File: src/rtl/serial_alu_sequencer_if.sv
// Start/busy/done handshake and result bus for the bit-serial ALU sequencer.
interface serial_alu_sequencer_if #(
    parameter int unsigned WIDTH = 32
);
    logic             start;
    logic [WIDTH-1:0] a;
    logic [WIDTH-1:0] b;
    logic [2:0]       op;
    logic             busy;
    logic             done;
    logic [WIDTH-1:0] result;
    logic             carry_out;
    logic             overflow;
    logic             zero;

    modport master (
        output start, a, b, op,
        input  busy, done, result, carry_out, overflow, zero
    );

    modport slave (
        input  start, a, b, op,
        output busy, done, result, carry_out, overflow, zero
    );
endinterface

File: src/rtl/serial_alu_sequencer.sv
// Bit-serial ALU: one bit position per clock, carry and SLT chain held in flops.
// Result and flags become visible on the edge entering DONE and hold until the next start.
module serial_alu_sequencer #(
    parameter int unsigned WIDTH = 32
) (
    input  logic                  clk,
    input  logic                  rst_n,
    serial_alu_sequencer_if.slave bus
);

    localparam int unsigned CNT_W = $clog2(WIDTH);
    localparam logic [2:0] OP_ADD  = 3'b000;
    localparam logic [2:0] OP_SUB  = 3'b001;
    localparam logic [2:0] OP_XOR  = 3'b010;
    localparam logic [2:0] OP_SLT  = 3'b011;
    localparam logic [2:0] OP_AND  = 3'b100;
    localparam logic [2:0] OP_NAND = 3'b101;
    localparam logic [2:0] OP_NOR  = 3'b110;
    localparam logic [2:0] OP_OR   = 3'b111;

    typedef enum logic [1:0] {
        S_IDLE = 2'd0,
        S_RUN  = 2'd1,
        S_DONE = 2'd2
    } state_t;

    state_t             r_state;
    state_t             w_state_nxt;
    logic               w_accept;

    logic [WIDTH-1:0]   r_a;
    logic [WIDTH-1:0]   r_b;
    logic [2:0]         r_op;
    logic [CNT_W-1:0]   r_cnt;
    logic               r_carry;
    logic               r_k;
    logic               r_ans;
    logic [WIDTH-1:0]   r_acc;
    logic [WIDTH-1:0]   r_result;
    logic               r_carry_out;
    logic               r_overflow;
    logic               r_zero;
    logic               r_busy;
    logic               r_done;

    logic               w_last;
    logic               w_is_slt;
    logic               w_is_arith;
    logic [CNT_W-1:0]   w_idx;
    logic               w_a_bit;
    logic               w_b_raw;
    logic               w_b_bit;
    logic               w_carry_nxt;
    logic               w_bit;
    logic               w_k_nxt;
    logic               w_ans_nxt;
    logic [WIDTH-1:0]   w_acc_nxt;
    logic [WIDTH-1:0]   w_final;

    // State register
    always_ff @(posedge clk or negedge rst_n) begin
        if (!rst_n) begin
            r_state <= S_IDLE;
        end else begin
            r_state <= w_state_nxt;
        end
    end

    // Next-state logic; start is only honoured from IDLE or DONE
    always_comb begin
        w_state_nxt = r_state;
        w_accept    = 1'b0;
        case (r_state)
            S_IDLE: begin
                if (bus.start) begin
                    w_accept    = 1'b1;
                    w_state_nxt = S_RUN;
                end
            end
            S_RUN: begin
                if (w_last) begin
                    w_state_nxt = S_DONE;
                end
            end
            S_DONE: begin
                if (bus.start) begin
                    w_accept    = 1'b1;
                    w_state_nxt = S_RUN;
                end else begin
                    w_state_nxt = S_IDLE;
                end
            end
            default: w_state_nxt = S_IDLE;
        endcase
    end

    // One-bit slice for the current position; SLT walks MSB first
    always_comb begin
        w_last      = (r_cnt == CNT_W'(WIDTH - 1));
        w_is_slt    = (r_op == OP_SLT);
        w_is_arith  = (r_op == OP_ADD) || (r_op == OP_SUB);
        w_idx       = w_is_slt ? (CNT_W'(WIDTH - 1) - r_cnt) : r_cnt;
        w_a_bit     = r_a[w_idx];
        w_b_raw     = r_b[w_idx];
        w_b_bit     = w_b_raw ^ (r_op == OP_SUB);
        w_carry_nxt = (w_a_bit & w_b_bit) | (w_a_bit & r_carry) | (w_b_bit & r_carry);

        w_bit = 1'b0;
        case (r_op)
            OP_ADD,
            OP_SUB:  w_bit = w_a_bit ^ w_b_bit ^ r_carry;
            OP_XOR:  w_bit = w_a_bit ^ w_b_raw;
            OP_AND:  w_bit = w_a_bit & w_b_raw;
            OP_NAND: w_bit = ~(w_a_bit & w_b_raw);
            OP_NOR:  w_bit = ~(w_a_bit | w_b_raw);
            OP_OR:   w_bit = w_a_bit | w_b_raw;
            default: w_bit = 1'b0;
        endcase

        // First differing bit decides: on the sign bit a=1 means a is smaller, below it b=1 does
        w_k_nxt   = r_k;
        w_ans_nxt = r_ans;
        if (r_k && (w_a_bit != w_b_raw)) begin
            w_k_nxt   = 1'b0;
            w_ans_nxt = (r_cnt == '0) ? w_a_bit : w_b_raw;
        end

        w_acc_nxt        = r_acc;
        w_acc_nxt[w_idx] = w_bit;
        w_final          = w_is_slt ? {{(WIDTH-1){1'b0}}, w_ans_nxt} : w_acc_nxt;
    end

    // Operand capture, serial datapath and registered outputs
    always_ff @(posedge clk or negedge rst_n) begin
        if (!rst_n) begin
            r_a         <= '0;
            r_b         <= '0;
            r_op        <= '0;
            r_cnt       <= '0;
            r_carry     <= 1'b0;
            r_k         <= 1'b0;
            r_ans       <= 1'b0;
            r_acc       <= '0;
            r_result    <= '0;
            r_carry_out <= 1'b0;
            r_overflow  <= 1'b0;
            r_zero      <= 1'b0;
            r_busy      <= 1'b0;
            r_done      <= 1'b0;
        end else begin
            r_busy <= (w_state_nxt == S_RUN);
            r_done <= (r_state == S_RUN) && w_last;
            if (w_accept) begin
                r_a     <= bus.a;
                r_b     <= bus.b;
                r_op    <= bus.op;
                r_cnt   <= '0;
                r_carry <= (bus.op == OP_SUB);
                r_k     <= 1'b1;
                r_ans   <= 1'b0;
                r_acc   <= '0;
            end else if (r_state == S_RUN) begin
                r_carry <= w_carry_nxt;
                r_k     <= w_k_nxt;
                r_ans   <= w_ans_nxt;
                r_acc   <= w_acc_nxt;
                if (w_last) begin
                    r_result    <= w_final;
                    r_carry_out <= w_is_arith ? w_carry_nxt : 1'b0;
                    r_overflow  <= w_is_arith ? (r_carry ^ w_carry_nxt) : 1'b0;
                    r_zero      <= (w_final == '0);
                end else begin
                    r_cnt <= r_cnt + CNT_W'(1);
                end
            end
        end
    end

    assign bus.busy      = r_busy;
    assign bus.done      = r_done;
    assign bus.result    = r_result;
    assign bus.carry_out = r_carry_out;
    assign bus.overflow  = r_overflow;
    assign bus.zero      = r_zero;

endmodule

File: src/flat_wrapper.sv
// flat-port wrapper written by rule: the top's interface ports become plain ports
module serial_alu_sequencer_flat 
#(
    parameter int unsigned WIDTH = 32
)
  (clk, rst_n, bus_start, bus_a, bus_b, bus_op, bus_busy, bus_done, bus_result, bus_carry_out, bus_overflow, bus_zero);
  serial_alu_sequencer_if #(.WIDTH(WIDTH)) bus_i ();
  input  logic clk;
  input  logic rst_n;
  input wire logic [$bits(bus_i.start)-1:0] bus_start;
  input wire logic [$bits(bus_i.a)-1:0] bus_a;
  input wire logic [$bits(bus_i.b)-1:0] bus_b;
  input wire logic [$bits(bus_i.op)-1:0] bus_op;
  output wire logic [$bits(bus_i.busy)-1:0] bus_busy;
  output wire logic [$bits(bus_i.done)-1:0] bus_done;
  output wire logic [$bits(bus_i.result)-1:0] bus_result;
  output wire logic [$bits(bus_i.carry_out)-1:0] bus_carry_out;
  output wire logic [$bits(bus_i.overflow)-1:0] bus_overflow;
  output wire logic [$bits(bus_i.zero)-1:0] bus_zero;
  assign bus_i.start = bus_start;
  assign bus_i.a = bus_a;
  assign bus_i.b = bus_b;
  assign bus_i.op = bus_op;
  assign bus_busy = bus_i.busy;
  assign bus_done = bus_i.done;
  assign bus_result = bus_i.result;
  assign bus_carry_out = bus_i.carry_out;
  assign bus_overflow = bus_i.overflow;
  assign bus_zero = bus_i.zero;
  serial_alu_sequencer #(.WIDTH(WIDTH)) u_core (.clk(clk), .rst_n(rst_n), .bus(bus_i));
endmodule
File: config.mk
export PLATFORM = sky130hd
export DESIGN_NAME = serial_alu_sequencer_flat
export DESIGN_NICKNAME = d
export VERILOG_FILES = /design/src/rtl/serial_alu_sequencer_if.sv /design/src/rtl/serial_alu_sequencer.sv /design/src/flat_wrapper.sv
export SDC_FILE = /design/constraint.sdc
export NUM_CORES = 1
export LEC_CHECK = 0
export ABC_AREA = 1
export CAP_MARGIN = 20
export CORE_UTILIZATION = 30
export DETAILED_ROUTE_END_ITERATION = 7
export PLACE_DENSITY_LB_ADDON = 0.2
export SETUP_SLACK_MARGIN = 0.3
export SYNTH_ARGS = -nofsm -noshare
export SYNTH_HDL_FRONTEND = slang
export SYNTH_SLANG_ARGS = --single-unit
File: constraint.sdc
create_clock -name clk -period 9.25 [get_ports clk]
set_input_delay 2.775 -clock clk [delete_from_list [all_inputs] [get_ports clk]]
set_output_delay 2.775 -clock clk [all_outputs]
set_load 0.02 [all_outputs]
Word level (Yosys, flattened, before mapping)
Index checks and enable logic that the tools add are counted.
{"block": "totals", "ff_bits": 146, "in_bits": 70, "output_inout_bits": 37, "wordCells": 95}
{"block": "op_classes", "add_sub_neg": 2, "n_lt_le_gt_ge": 2, "eq_ne": 14, "muxes": 32, "bitwise_logic": 15, "n_reduce_logical": 15}
{"operator": "32-bit two-way mux", "n": 3}
{"operator": "32-bit bitwise mux", "n": 1}
{"operator": "32-bit logical NOT", "n": 1}
{"operator": "5-bit two-way mux", "n": 4}
{"operator": "1-bit two-way mux", "n": 17}
{"operator": "3-bit equality test, second input constant", "n": 4}
{"operator": "1-bit binary-select mux with 5-bit select", "n": 2}
{"operator": "3-bit by 1-bit equality test with 1-bit output, second input constant", "n": 2}
{"operator": "3-bit by 2-bit equality test with 1-bit output, second input constant", "n": 2}
{"operator": "5-bit by 6-bit < comparator with 1-bit output, second input constant", "n": 1}
{"operator": "1-bit case mux with 6 select lines", "n": 1}
{"operator": "2-bit case mux with 3 select lines", "n": 1}
{"operator": "5-bit by 1-bit adder with 5-bit output, second input constant", "n": 1}
{"operator": "1-bit demux with 5-bit select", "n": 1}
{"operator": "5-bit equality test, second input constant", "n": 1}
{"operator": "5-bit by 1-bit greater-or-equal comparator with 1-bit output, second input constant", "n": 1}
{"operator": "5-bit logical NOT", "n": 1}
{"operator": "5-bit subtractor, first input constant", "n": 1}
{"operator": "1-bit bitwise XOR", "n": 5}
{"operator": "1-bit AND", "n": 4}
{"operator": "2-bit by 1-bit equality test with 1-bit output, second input constant", "n": 2}
{"operator": "2-bit two-way mux", "n": 2}
{"operator": "2-bit AND reduction", "n": 2}
{"operator": "2-bit nonzero test", "n": 2}
{"operator": "11 further kinds", "n": 18}

Logic depth before layout (Yosys ltp)
{"block": "depth", "ltp_word": 11, "ltp_mapped": 33, "depth_no_buf": 29}

Least setup slack after synthesis
OpenSTA, ideal clock, no wires.
{"block": "synth_path", "path_kind": "in2reg", "from": "input port bus_start", "to": "register u_core.r_a[26]", "setup_ns": 0.083, "t_arrival_ns": 3.700, "required_time_ns": 9.167, "path_slack_ns": 5.468, "path_stages": 6, "path_buffers": 2, "cell_sequence": "nand2_1 > inv_2 > clkbuf_1 > clkbuf_1 > nand2_1 > o21ai_0"}
{"block": "synth_between", "elab_chain_cells": 2}
{"item": "from (decl)", "line": "flat_wrapper.sv:10", "rtl": "input wire logic [$bits(bus_i.start)-1:0] bus_start;"}
{"item": "1-bit two-way mux", "line": "serial_alu_sequencer.sv:75, serial_alu_sequencer.sv:86"}
{"item": "1-bit two-way mux"}
{"item": "to (signal assigned)", "line": "serial_alu_sequencer.sv:154", "rtl": "r_a <= bus.a;"}
{"item": "to (decl)", "line": "serial_alu_sequencer.sv:31", "rtl": "logic [WIDTH-1:0] r_a;"}
Every way passes these cells.
A chain may end at the register's enable or synchronous reset.

Worst setup path in the final report
{"block": "layout_path", "from": "register u_core.r_op[1]", "to": "register u_core.r_zero (netlist: u_core.bus.zero)"}
{"block": "layout_between", "elab_chain_cells": 11, "elab_cells_between_ends": 35, "cone_classes": "order compare: 2; eq/ne: 8; mux: 12; bitwise: 8; reduce/logical: 5"}
{"item": "from (decl)", "line": "serial_alu_sequencer.sv:33", "rtl": "logic [2:0] r_op;"}
{"item": "from (signal assigned)", "line": "serial_alu_sequencer.sv:156", "rtl": "r_op <= bus.op;"}
{"item": "3-bit by 2-bit equality test with 1-bit output", "line": "serial_alu_sequencer.sv:100", "rtl": "w_is_slt = (r_op == OP_SLT);"}
{"item": "5-bit two-way mux", "line": "serial_alu_sequencer.sv:102", "rtl": "w_idx = w_is_slt ? (CNT_W'(WIDTH - 1) - r_cnt) : r_cnt;"}
{"item": "1-bit binary-select mux with 5-bit select", "line": "serial_alu_sequencer.sv:104", "rtl": "w_b_raw = r_b[w_idx];"}
{"item": "1-bit two-way mux (not written as such)", "line": "serial_alu_sequencer.sv:104"}
{"item": "1-bit bitwise XOR", "line": "serial_alu_sequencer.sv:105", "rtl": "w_b_bit = w_b_raw ^ (r_op == OP_SUB);"}
{"item": "1-bit bitwise XOR (2 in a row)", "line": "serial_alu_sequencer.sv:111", "rtl": "OP_SUB: w_bit = w_a_bit ^ w_b_bit ^ r_carry;"}
{"item": "1-bit case mux with 6 select lines", "line": "serial_alu_sequencer.sv:109", "rtl": "case (r_op)"}
{"item": "32-bit bitwise mux", "line": "serial_alu_sequencer.sv:129", "rtl": "w_acc_nxt[w_idx] = w_bit;"}
{"item": "32-bit two-way mux (*)", "line": "serial_alu_sequencer.sv:130", "rtl": "w_final = w_is_slt ? {{(WIDTH-1){1'b0}}, w_ans_nxt} : w_acc_nxt;"}
{"item": "32-bit logical NOT (*)", "line": "serial_alu_sequencer.sv:171", "rtl": "r_zero <= (w_final == '0);"}
{"item": "to (signal assigned)", "line": "serial_alu_sequencer.sv:171"}
{"item": "to (decl)", "line": "serial_alu_sequencer.sv:42", "rtl": "logic r_zero;"}
Every way passes the cells marked *; elsewhere a longest branch is shown, timed or not. The select of a mux whose other input is x is not followed.

==> flow_summary_export.csv <==
group,metric,value,unit
global_route,grt_overflow,0,
setup_path,reg2reg_from,"u_core.r_op[1]$_DFFE_PN0P_",
setup_path,worstSetupPathType,"reg -> reg",
min_path,min_from,"u_core.r_k$_DFFE_PN0P_",
sta,report.final.hold_viol_count,0,
setup_path,path_common_cell,"nand2_1",
routing,drtIter0Drc,502,
setup_path,r2r_slack,3.59,ns
sta,worstMarginPinSlew,1.019,ns
min_path,hp-class,"reg -> reg",
setup_path,cp_slowest_cell,"inv_1",
routing,postRouteAntennaNets,0,
finish,finalNonFillerCells,1406,
sta,grt_setup_unrepaired,"no",
sta,post-route-min-period,5.662,ns
power,total_power,3.629,mW
floorplan,initial_utilization,30.62,%
min_path,holdPathStages,2,
placed_design,port_buffers,106,
clock_tree,cts_tree,"yes",
floorplan,placementRows,57,
finish,fillers,2471,
finish,final_area,0.009429,mm^2
clock_tree,cts-resized-gates,0,
finish,fin_nets,1145,
synthesis,synth_fa_ha_area_share,1.109,%
setup_path,cp.required,9.61,ns
sta,finalSetupViolCount,0,
synthesis,ys_seq_area_share,49.07,%
clock_tree,cts.clk_slew.worst_paths,0.06,ns
setup_path,startpoint_type,"flop",
floorplan,die_y,159.5,um
sta,fin_setup_tns,0,ns
clock_tree,cts_max_level,4,
synthesis,synth-compound-area-share,11.49,%
outcome,status,"complete, no violations",
synthesis,ys_ff_latch,146,
clock_tree,cts_root_buf,"clkbuf_16",
synthesis,syn_inst,986,
finish,drive_above_1_share,4.806,%
synthesis,synth_nets,1062,
setup_path,crit_path_end_kind,"flop",
finish,area_delta_synth_final,26.63,%
power,ir_worst_vdd,0.2567,mV
routing,firstDrtPassIters,5,
placed_design,hpwlAfterDp,13290,um
setup_path,worst-r2r-cell-count,25,
setup_path,crit_arrival,6.02,ns
global_route,grt_max_degree,88,
finish,layout.area.seq,0.003654,mm^2
clock_tree,hold_buffers,0,
global_route,grt_first_pass_wirelength,33690,um
clock_tree,clkSinkCount,146,
synthesis,synth.area.mux_share,0,%
floorplan,die_x,159.5,um
global_route,grt_pass1_vias,6416,
setup_path,endpoint,"u_core.bus.zero$_DFFE_PN0P_",
setup_path,worstPathBufferInverterCount,2,
synthesis,synth_top_family_by_area,"simple AND/OR/NAND/NOR gates",
setup_path,r2r_end,"u_core.bus.zero$_DFFE_PN0P_",
finish,layout_commonest_cell,"nand2_1",
synthesis,syn_area,0.007446,mm^2
sta,fmax,176.6,MHz
synthesis,postSynthAreaPerCell,7.552,um^2
routing,routed_wl,20000,um
synthesis,synth-simple-area-share,27.56,%
setup_path,critPathTopFamily,"simple AND/OR/NAND/NOR gates",
routing,vias,6521,
setup_path,critPathMaxStageDelay,0.73,ns
setup_path,crit_path_max_fanout,42,
floorplan,dieArea,0.02545,mm^2
sta,skew,0.01148,ns
routing,wl_per_cell,14.23,um
setup_path,path_depth,25,
routing,viasPerCell,4.638,
sta,maxSlewHeadroom,31.96,%
synthesis,synth_xor_area_share,1.966,%
floorplan,io-pin-count,107,
sta,fin_crit_sh,61.21,%
setup_path,crit_start,"u_core.r_op[1]$_DFFE_PN0P_",
clock_tree,clockBufferDepth,2,
clock_tree,clock_latency,0.43,ns
finish,multi_input_area,0.003144,mm^2
synthesis,synth_warnings,0,
finish,mostFrequentLayoutCells,"nand2_1, o21ai_0, dfrtp_1, nand3_1, inv_1",
placed_design,dpl_cell_area,0.008742,mm^2
global_route,grtUsageTotal,16.73,%
sta,drv_slew,0,
finish,antennaDiodeCount,0,
power,p_leak,4.363,nW
job,drv_cap,0,
floorplan,core,0.02432,mm^2
placed_design,dpl.cell_count,1372,
finish,fin_util,38.77,%
clock_tree,post_cts_buffers,0,
synthesis,synth_cell_types,32,
clock_tree,numCtsBuffers,17,
placed_design,gp_congestion,0.8156,
power,powerDensity,384.8,mW/mm^2
routing,drc,0,
global_route,antenna_found_initial,0,
==> final cells by class <==
type | instances | share of cell area [%]
clock buffer | 18 | 4.551
clock inverter | 14 | 2.150
inverter | 115 | 4.578
multi-input combinational | 675 | 33.35
sequential | 146 | 38.75
tap | 324 | 4.299
timing repair buffer | 114 | 12.33
==> sequential cells by signal, indices dropped and copies added, names as in the netlist <==
signal,count
u_core.r_a,32
u_core.bus.overflow,1
u_core.bus.result,32
u_core.bus.done,1
u_core.bus.zero,1
u_core.r_k,1
u_core.bus.busy,1
u_core.r_carry,1
u_core.r_cnt,5
u_core.r_b,32
u_core.r_op,3
u_core.r_state,2
u_core.r_ans,1
u_core.bus.carry_out,1
u_core.r_acc,32
==> worst min path at each step <==
stage,endpoint,slack [ns]
final,u_core.r_k$_DFFE_PN0P_,0.48
after detailed placement,u_core.r_a[25]$_DFFE_PN0P_,0.46
after CTS,u_core.r_a[25]$_DFFE_PN0P_,0.48
after global placement,u_core.r_a[29]$_DFFE_PN0P_,0.46
after global routing,u_core.r_a[14]$_DFFE_PN0P_,0.50
after floorplan,u_core.r_a[21]$_DFFE_PN0P_,0.44
==> metrics by stage <==
step / hold WS, ns / worst slack (ns)
after floorplan: 0.4401 / 5.468
after global placement: 0.4563 / 3.718
after detailed placement: 0.4592 / 3.591
after CTS: 0.4765 / 3.560
after global routing: 0.4984 / 2.857
final: 0.4760 / 3.588
==> worst reg2reg max path, stage by stage, from the launching register on <==
cell	delay [ns]
dfrtp_1	0.53
nand3_4	0.59
nand2_1	0.27
nand2_1	0.62
o21ai_0	0.41
nand2_1	0.08
nand3_1	0.07
nand3_1	0.08
nand3_1	0.14
nand2_1	0.13
xor2_1	0.17
fa_1	0.47
o21ai_0	0.08
nand2_1	0.07
nand2_1	0.05
inv_1	0.73
nand3_1	0.25
nand3_1	0.18
nand2_1	0.09
nor2_1	0.12
nand2_1	0.07
inv_1	0.07
nand2_1	0.05
nor2_1	0.12
nand3_1	0.09
nand2_1	0.06
==> layer usage <==
metal / routed length (um) / global-route usage [%] / share of wire (%)
met5: 0 / 0 / 0
met4: 263 / 4.851 / 1.3
met3: 831 / 3.308 / 4.2
met2: 9024 / 25.76 / 45
met1: 9881 / 23.69 / 49
==> power by group <==
| part | internal, mW | switching, mW | total (mW) |
|---|---|---|---|
| clock | 0.456 | 0.297 | 0.753 |
| sequential | 0.905 | 0.113 | 1.02 |
| combinational | 0.589 | 1.27 | 1.86 |
| total | 1.95 | 1.68 | 3.63 |
==> Yosys cell counts <==
| master | count | area (um^2) |
|---|---|---|
| a21oi_1 | 2 | 10.01 |
| buf_1 | 5 | 18.77 |
| buf_2 | 11 | 55.05 |
| buf_4 | 4 | 30.03 |
| buf_6 | 1 | 11.26 |
| clkbuf_1 | 29 | 108.9 |
| clkinv_1 | 1 | 3.750 |
| dfrtp_1 | 146 | 3654 |
| fa_1 | 1 | 20.02 |
| ha_1 | 5 | 62.56 |
| inv_1 | 111 | 416.7 |
| inv_2 | 3 | 11.26 |
| nand2_1 | 308 | 1156 |
| nand3_1 | 122 | 610.6 |
| nand3_4 | 1 | 17.52 |
| nand3b_1 | 4 | 30.03 |
| nand4_1 | 7 | 43.79 |
| nor2_1 | 47 | 176.4 |
| nor3_1 | 1 | 5.000 |
| nor4_1 | 1 | 6.260 |
| o211ai_1 | 1 | 7.510 |
| o21a_1 | 2 | 15.01 |
| o21ai_0 | 159 | 795.8 |
| o21ai_1 | 1 | 5.000 |
| o221ai_1 | 1 | 8.760 |
| o22ai_1 | 1 | 6.260 |
| o31ai_1 | 1 | 7.510 |
| or2_2 | 1 | 6.260 |
| xnor2_1 | 1 | 8.760 |
| xor2_1 | 2 | 17.52 |
| xor2_2 | 4 | 65.06 |
| xor2_4 | 2 | 55.05 |
==> logic make-up after synthesis <==
kind of cell / count (synthesis)
xor gates and xnor gates: 9
AOI/OAI and AO/OA: 168
and+or+nand+nor: 492
adders and majority gates: 6
DFF: 146
buffers and inverters: 165
Note: power is estimated with default switching activity, not from simulation.
